===== src/rtl/elevator_pkg.sv =====
// rtl/elevator_pkg.sv - shared types, sizes and floor-mask helpers for the elevator controller
//
// Purpose : state enum, floor-vector sizing and the mask helpers used to
//           ask "is any call above/below floor f".
// Contents: MAX_FLOORS, FLOOR_W, state_e, above_mask(), below_mask().
package elevator_pkg;

  localparam int MAX_FLOORS = 8;
  localparam int FLOOR_W    = 3;

  typedef enum logic [1:0] {
    IDLE      = 2'd0,
    MOVING    = 2'd1,
    DOOR_OPEN = 2'd2
  } state_e;

  // Bits strictly above floor f.
  function automatic logic [MAX_FLOORS-1:0] above_mask(input logic [FLOOR_W-1:0] f);
    logic [MAX_FLOORS-1:0] m;
    for (int i = 0; i < MAX_FLOORS; i++) begin
      m[i] = (i > int'(f));
    end
    return m;
  endfunction

  // Bits strictly below floor f.
  function automatic logic [MAX_FLOORS-1:0] below_mask(input logic [FLOOR_W-1:0] f);
    logic [MAX_FLOORS-1:0] m;
    for (int i = 0; i < MAX_FLOORS; i++) begin
      m[i] = (i < int'(f));
    end
    return m;
  endfunction

endpackage


===== src/rtl/floor_timer.sv =====
// rtl/floor_timer.sv - loadable down-counter with expire flag for move and door timing
//
// Purpose : counts down from a loaded value to zero and stops there;
//           expired_o is high while the count is zero.
// Ports   : clk, reset        - clock, asynchronous active-high reset
//           load_i            - load load_value_i this cycle (wins over counting)
//           load_value_i      - value to load
//           expired_o         - count has reached zero
module floor_timer #(
  parameter int WIDTH = 2
) (
  input  logic             clk,
  input  logic             reset,
  input  logic             load_i,
  input  logic [WIDTH-1:0] load_value_i,
  output logic             expired_o
);

  logic [WIDTH-1:0] count_q;

  always_ff @(posedge clk or posedge reset) begin
    if (reset) begin
      count_q <= '0;
    end else if (load_i) begin
      count_q <= load_value_i;
    end else if (count_q != '0) begin
      count_q <= count_q - 1'b1;
    end
  end

  assign expired_o = (count_q == '0);

endmodule


===== src/rtl/elevator_fsm.sv =====
// rtl/elevator_fsm.sv - single-car SCAN elevator controller
//
// Purpose : collects floor calls into a pending vector and serves them
//           sweep by sweep: every call ahead is served before reversing.
// Ports   : clk, reset        - clock, asynchronous active-high reset
//           request[7:0]      - per-floor call, bit i = floor i
//           door_hold         - (ELEVATOR_DOOR_HOLD_EN only) keeps door open
//           current_floor[2:0]- car position
//           direction         - 1 = up, 0 = down
//           open              - door open (state DOOR_OPEN)
//           pending[7:0]      - outstanding calls
//           moving            - state MOVING
// Config  : define ELEVATOR_DOOR_HOLD_EN to add the door_hold input.
module elevator_fsm
  import elevator_pkg::*;
#(
  parameter int NUM_FLOORS  = 8,
  parameter int MOVE_CYCLES = 4,
  parameter int DOOR_CYCLES = 3
) (
  input  logic                  clk,
  input  logic                  reset,
  input  logic [MAX_FLOORS-1:0] request,
`ifdef ELEVATOR_DOOR_HOLD_EN
  input  logic                  door_hold,
`endif
  output logic [FLOOR_W-1:0]    current_floor,
  output logic                  direction,
  output logic                  open,
  output logic [MAX_FLOORS-1:0] pending,
  output logic                  moving
);

  localparam int MAX_CYC = (MOVE_CYCLES > DOOR_CYCLES) ? MOVE_CYCLES : DOOR_CYCLES;
  localparam int TW      = (MAX_CYC > 1) ? $clog2(MAX_CYC) : 1;

  localparam logic [TW-1:0]         MOVE_LOAD  = TW'(MOVE_CYCLES - 1);
  localparam logic [TW-1:0]         DOOR_LOAD  = TW'(DOOR_CYCLES - 1);
  localparam logic [FLOOR_W-1:0]    TOP_FLOOR  = FLOOR_W'(NUM_FLOORS - 1);
  localparam logic [MAX_FLOORS-1:0] FLOOR_MASK = MAX_FLOORS'((1 << NUM_FLOORS) - 1);

  state_e                  state_q, state_d;
  logic [FLOOR_W-1:0]      floor_q, floor_d;
  logic                    dir_q, dir_d;
  logic [MAX_FLOORS-1:0]   pending_q, pending_d;
  logic                    open_q, moving_q;

  logic                    tmr_load;
  logic [TW-1:0]           tmr_value;
  logic                    tmr_expired;

  logic                    hold;
  logic [MAX_FLOORS-1:0]   req_v;
  logic [FLOOR_W-1:0]      next_floor;
  logic                    ahead_cur, behind_cur, ahead_next, at_limit;

`ifdef ELEVATOR_DOOR_HOLD_EN
  assign hold = door_hold;
`else
  assign hold = 1'b0;
`endif

  floor_timer #(
    .WIDTH (TW)
  ) u_timer (
    .clk          (clk),
    .reset        (reset),
    .load_i       (tmr_load),
    .load_value_i (tmr_value),
    .expired_o    (tmr_expired)
  );

  always_comb begin
    state_d    = state_q;
    floor_d    = floor_q;
    dir_d      = dir_q;
    tmr_load   = 1'b0;
    tmr_value  = '0;
    req_v      = request & FLOOR_MASK;

    // "Ahead" is relative to the current travel preference.
    ahead_cur  = dir_q ? |(pending_q & above_mask(floor_q)) : |(pending_q & below_mask(floor_q));
    behind_cur = dir_q ? |(pending_q & below_mask(floor_q)) : |(pending_q & above_mask(floor_q));
    at_limit   = dir_q ? (floor_q == TOP_FLOOR) : (floor_q == '0);
    next_floor = dir_q ? floor_q + 1'b1 : floor_q - 1'b1;
    ahead_next = dir_q ? |(pending_q & above_mask(next_floor))
                       : |(pending_q & below_mask(next_floor));

    case (state_q)
      IDLE: begin
        if (pending_q[floor_q]) begin
          state_d   = DOOR_OPEN;
          tmr_load  = 1'b1;
          tmr_value = DOOR_LOAD;
        end else if (ahead_cur) begin
          state_d   = MOVING;
          tmr_load  = 1'b1;
          tmr_value = MOVE_LOAD;
        end else if (behind_cur) begin
          dir_d     = ~dir_q;
          state_d   = MOVING;
          tmr_load  = 1'b1;
          tmr_value = MOVE_LOAD;
        end
      end

      MOVING: begin
        if (tmr_expired) begin
          // MOVING is only entered with a call ahead, so at_limit is a guard
          // that keeps the car inside the shaft should that ever not hold.
          if (at_limit) begin
            state_d = IDLE;
          end else begin
            floor_d = next_floor;
            if (pending_q[next_floor]) begin
              state_d   = DOOR_OPEN;
              tmr_load  = 1'b1;
              tmr_value = DOOR_LOAD;
            end else if (ahead_next) begin
              tmr_load  = 1'b1;
              tmr_value = MOVE_LOAD;
            end else begin
              state_d = IDLE;
            end
          end
        end
      end

      DOOR_OPEN: begin
        // A fresh call for this floor (or an explicit hold) restarts the door time.
        if (hold || req_v[floor_q]) begin
          tmr_load  = 1'b1;
          tmr_value = DOOR_LOAD;
        end else if (tmr_expired) begin
          state_d = IDLE;
        end
      end

      default: state_d = IDLE;
    endcase

    // Calls accumulate; the floor whose door is (or is about to be) open is
    // cleared, which both serves it on entry and absorbs repeats while open.
    pending_d = pending_q | req_v;
    if (state_d == DOOR_OPEN) begin
      pending_d[floor_d] = 1'b0;
    end
  end

  always_ff @(posedge clk or posedge reset) begin
    if (reset) begin
      state_q   <= IDLE;
      floor_q   <= '0;
      dir_q     <= 1'b1;
      pending_q <= '0;
      open_q    <= 1'b0;
      moving_q  <= 1'b0;
    end else begin
      state_q   <= state_d;
      floor_q   <= floor_d;
      dir_q     <= dir_d;
      pending_q <= pending_d;
      open_q    <= (state_d == DOOR_OPEN);
      moving_q  <= (state_d == MOVING);
    end
  end

  assign current_floor = floor_q;
  assign direction     = dir_q;
  assign open          = open_q;
  assign pending       = pending_q;
  assign moving        = moving_q;

endmodule


===== config.mk =====
export PLATFORM = sky130hd
export DESIGN_NAME = elevator_fsm
export DESIGN_NICKNAME = d
export VERILOG_FILES = /design/src/rtl/elevator_pkg.sv /design/src/rtl/floor_timer.sv /design/src/rtl/elevator_fsm.sv
export SDC_FILE = /design/constraint.sdc
export NUM_CORES = 1
export LEC_CHECK = 0
export BUFFER_PORTS_ARGS = -buffer_cell sky130_fd_sc_hd__buf_4
export CORE_MARGIN = 4
export CORE_UTILIZATION = 58
export DETAILED_ROUTE_END_ITERATION = 6
export PLACE_DENSITY = 0.82
export SYNTH_ARGS = -nofsm -noshare
export SYNTH_HDL_FRONTEND = slang
export SYNTH_SLANG_ARGS = --single-unit

===== constraint.sdc =====
create_clock -name clk -period 8.2 [get_ports clk]
set_input_delay 0.41 -clock clk [delete_from_list [all_inputs] [get_ports clk]]
set_output_delay 0.41 -clock clk [all_outputs]
set_load 0.02 [all_outputs]

==> results.md <==
- EDFF count, synth: 0
- Initial antenna violation count: 0
- Slew Viols, Final: 0
- Yosys top cell by area: dfrtp_1
- Initial core utilization: 62.3%
- Wirelength per Cell: 17.5 um
- Vias in the first global route: 1257
- Cts repair resizes: 0
- Final setup viols: 0
- Flip-flop and latch area: 452 um^2
- Die height: 57.4 um
- Reg2reg path depth: 8
- WHS: 0.191 ns
- Post-synthesis cell type count: 49
- Dpl cells: 199
- RSZ-0062 raised after global routing: false
- Gpl congestion: 0.864
- Setup TNS: 0 ns
- Die area: 0.00330 mm^2
- Status: finished, final reports clean
- Grt ovf: 0
- Worst R2R Start: current_floor[0]
- Post-route ant nets: 0
- CP required: 8.39 ns
- Final worst-path cycle share: 37.1%
- Layout area overhead: 14.7%
- Clock Latency Late Sink: 0.31 ns
- CP Class: reg -> reg
- FMAX: 328 MHz
- Nets@finish: 193
- Final min period: 3.05 ns
- Area of the multi-input gates: 891 um^2
- Row cnt: 17
- Placed inst area: 0.00159 mm^2
- IO Count: 24
- Post-detail-place hpwl: 2610 um
- VDD IR max: 253 uV
- Yosys warnings: 0
- Hold Buf Count CTS: 0
- 1st-pass router iterations: 4
- Final hold violation count: 0
- Fillers: 179
- Htree depth: 1
- Synth async-reset ratio: 100%
- Post-synthesis net count: 172
- Yosys reg bits: 18
- Synth area leaders: dfrtp_1 30%, mux4_1 7.4%, ha_1 6.2%, nor2_1 6.1%, a21oi_1 5.6%
- CTS Buf Count: 3
- Total GRT Usage: 23.0%
- Hold Crit Class: in -> async
- Avg Inst Size Synth: 9.15 um^2
- Clock sink count: 18
- Pwr dens: 372 mW/mm^2
- Synth Instances: 155
- Final Total Pwr: 605 uW
- DRT iter0 DRCs: 62
- Worst setup SP type: flip-flop
- Top-area cell type share of the netlist area: 30.0%
- Die W: 57.4 um
- Pleak: 0.692 nW
- Worst r2r dst: u_timer.count_q[1]
- Setup crit end kind: flip-flop
- Post-CTS Setup Inserts: 0
- Area of the core: 0.00228 mm^2
- Max_cap viols: 0
- Ant. Diodes: 0
- DRC violations left: 0
- CTS tree: done
- Final WL: 3560 um
- CP arrival: 3.23 ns
- Share of cells above drive strength 1: 21.1%
- CTS Root Cell: clkbuf_4
- Count of buffers from port buffering: 23
- Final Skew: 0.0113 ns
- Non-filler cells, final: 203
- Synth Cell Area: 0.00142 mm^2
- Seq/Total Area, Yosys: 31.9%
- Max-slew headroom at the worst pin: 55.4%
- First-pass GRT wire length: 5910 um
- Worst slew pin tran: 0.669 ns
- Maximum clock path buffer count: 2
- Critical-path maximum fanout: 16
- Reg2reg setup slack: 5.15 ns
- Ys flop type: dfrtp_1
- Via density: 6.45
- Vias: 1310
- Final Instance Area: 0.00163 mm^2
- Clock transition at path regs: 0.11 ns
- Largest net degree at the start of global routing: 19
## flip-flops by register name, indices dropped and copies added (netlist names)
register,count
current_floor,3
direction,1
moving,1
open,1
pending,8
state_q,2
u_timer.count_q,2
## metrics by stage
stage                     setup slack [ns]  util (%)
after floorplan                       5.23         -
after global placement                5.30      69.9
after detailed placement              5.22      69.9
after CTS                             5.18      71.5
after global routing                  4.86      71.5
final                                 5.15      71.5
## synthesized netlist by cell type, types with 2 or more instances
| cell | instances |
|---|---|
| o2111ai_1 | 2 |
| mux4_2 | 2 |
| a221o_1 | 2 |
| o221ai_1 | 2 |
| dfrtp_1 | 17 |
| nand2_1 | 7 |
| a31oi_1 | 3 |
| nor2b_1 | 3 |
| mux4_1 | 4 |
| nand2b_1 | 4 |
| ha_1 | 7 |
| nor3b_1 | 2 |
| nor2_1 | 23 |
| o21ai_1 | 4 |
| a21oi_1 | 16 |
| mux2_2 | 2 |
| clkbuf_1 | 4 |
| o31a_1 | 2 |
| inv_1 | 9 |
| xor2_1 | 2 |
| nor3_1 | 4 |
| o21a_1 | 2 |
| o21ai_0 | 6 |
## worst max-delay path, cell delays in order (launching register included)
cell       delay, ns
dfrtp_1         0.76
inv_4           0.18
ha_1            0.47
xor2_1          0.28
mux4_2          0.34
mux2_2          0.29
nor2b_4         0.15
a2111oi_1       0.35
nand2_1         0.10
## cell families (layout without fill, tap and decap cells)
| family | count (synthesis) | after routing | synth area share [%] |
|---|---|---|---|
| flip-flops | 18 | 18 | 31.9 |
| AND/OR/NAND/NOR | 50 | 50 | 17.6 |
| adder cells (fa/ha/maj) | 7 | 7 | 6.18 |
| XOR/XNOR | 3 | 3 | 1.85 |
| multiplexers | 9 | 9 | 12.9 |
| buffers and inverters | 17 | 37 | 5.29 |
| AO/OA/AOI/OAI | 51 | 51 | 24.4 |
## report_power, final
part	total, mW	internal, mW	switching (mW)
clock network	0.0561	0.0271	0.0289
logic	0.356	0.164	0.192
registers	0.192	0.121	0.0718
## worst max-delay path by stage
stage,startpoint,end,slack [ns],depth (start not counted)
2_1_floorplan,current_floor[0],u_timer.count_q[1],5.23,11
3_3_place_gp,current_floor[0],u_timer.count_q[1],5.30,8
3_5_place_dp,current_floor[0],u_timer.count_q[1],5.22,8
4_1_cts,current_floor[0],u_timer.count_q[1],5.18,8
5_1_grt,current_floor[0],u_timer.count_q[1],4.86,8
6_report,current_floor[0],u_timer.count_q[1],5.15,8
## cell type report
class	instances	share of cell area (%)
multi-input combinational	120	54.8
sequential	18	27.8
timing repair buffer	23	10.6
inverter	10	2.46
clock buffer	4	2.23
tap	28	2.15
## layout by cell type (no fill, tap or decap), types with 2 or more instances in the layout
master     netlist  routed
a21oi_1         16      16
nor3b_1          2       2
mux4_1           4       4
clkbuf_4         0       3
nor3_1           4       4
o2111ai_1        2       2
o21a_1           2       2
o21ai_0          6       6
o21ai_1          4       4
nand2_1          7       7
mux4_2           2       2
dfrtp_1         17      17
a31oi_1          3       3
a221o_1          2       2
o31a_1           2       2
nor2b_1          3       3
o221ai_1         2       2
buf_4            0      23
inv_1            9       9
mux2_2           2       2
ha_1             7       7
nand2b_1         4       4
nor2_1          23      23
xor2_1           2       2
## per-layer routing
layer	up-vias	global-route usage (%)	wire [um]	share of wire (%)
li1	616	-	-	-
met1	629	31.7	1520	43
met2	54	35.6	1690	48
met3	11	3.39	239	6.7
met4	0	10.3	106	3.0
met5	-	0	0	0
Note: power is estimated with default switching activity, not from simulation.
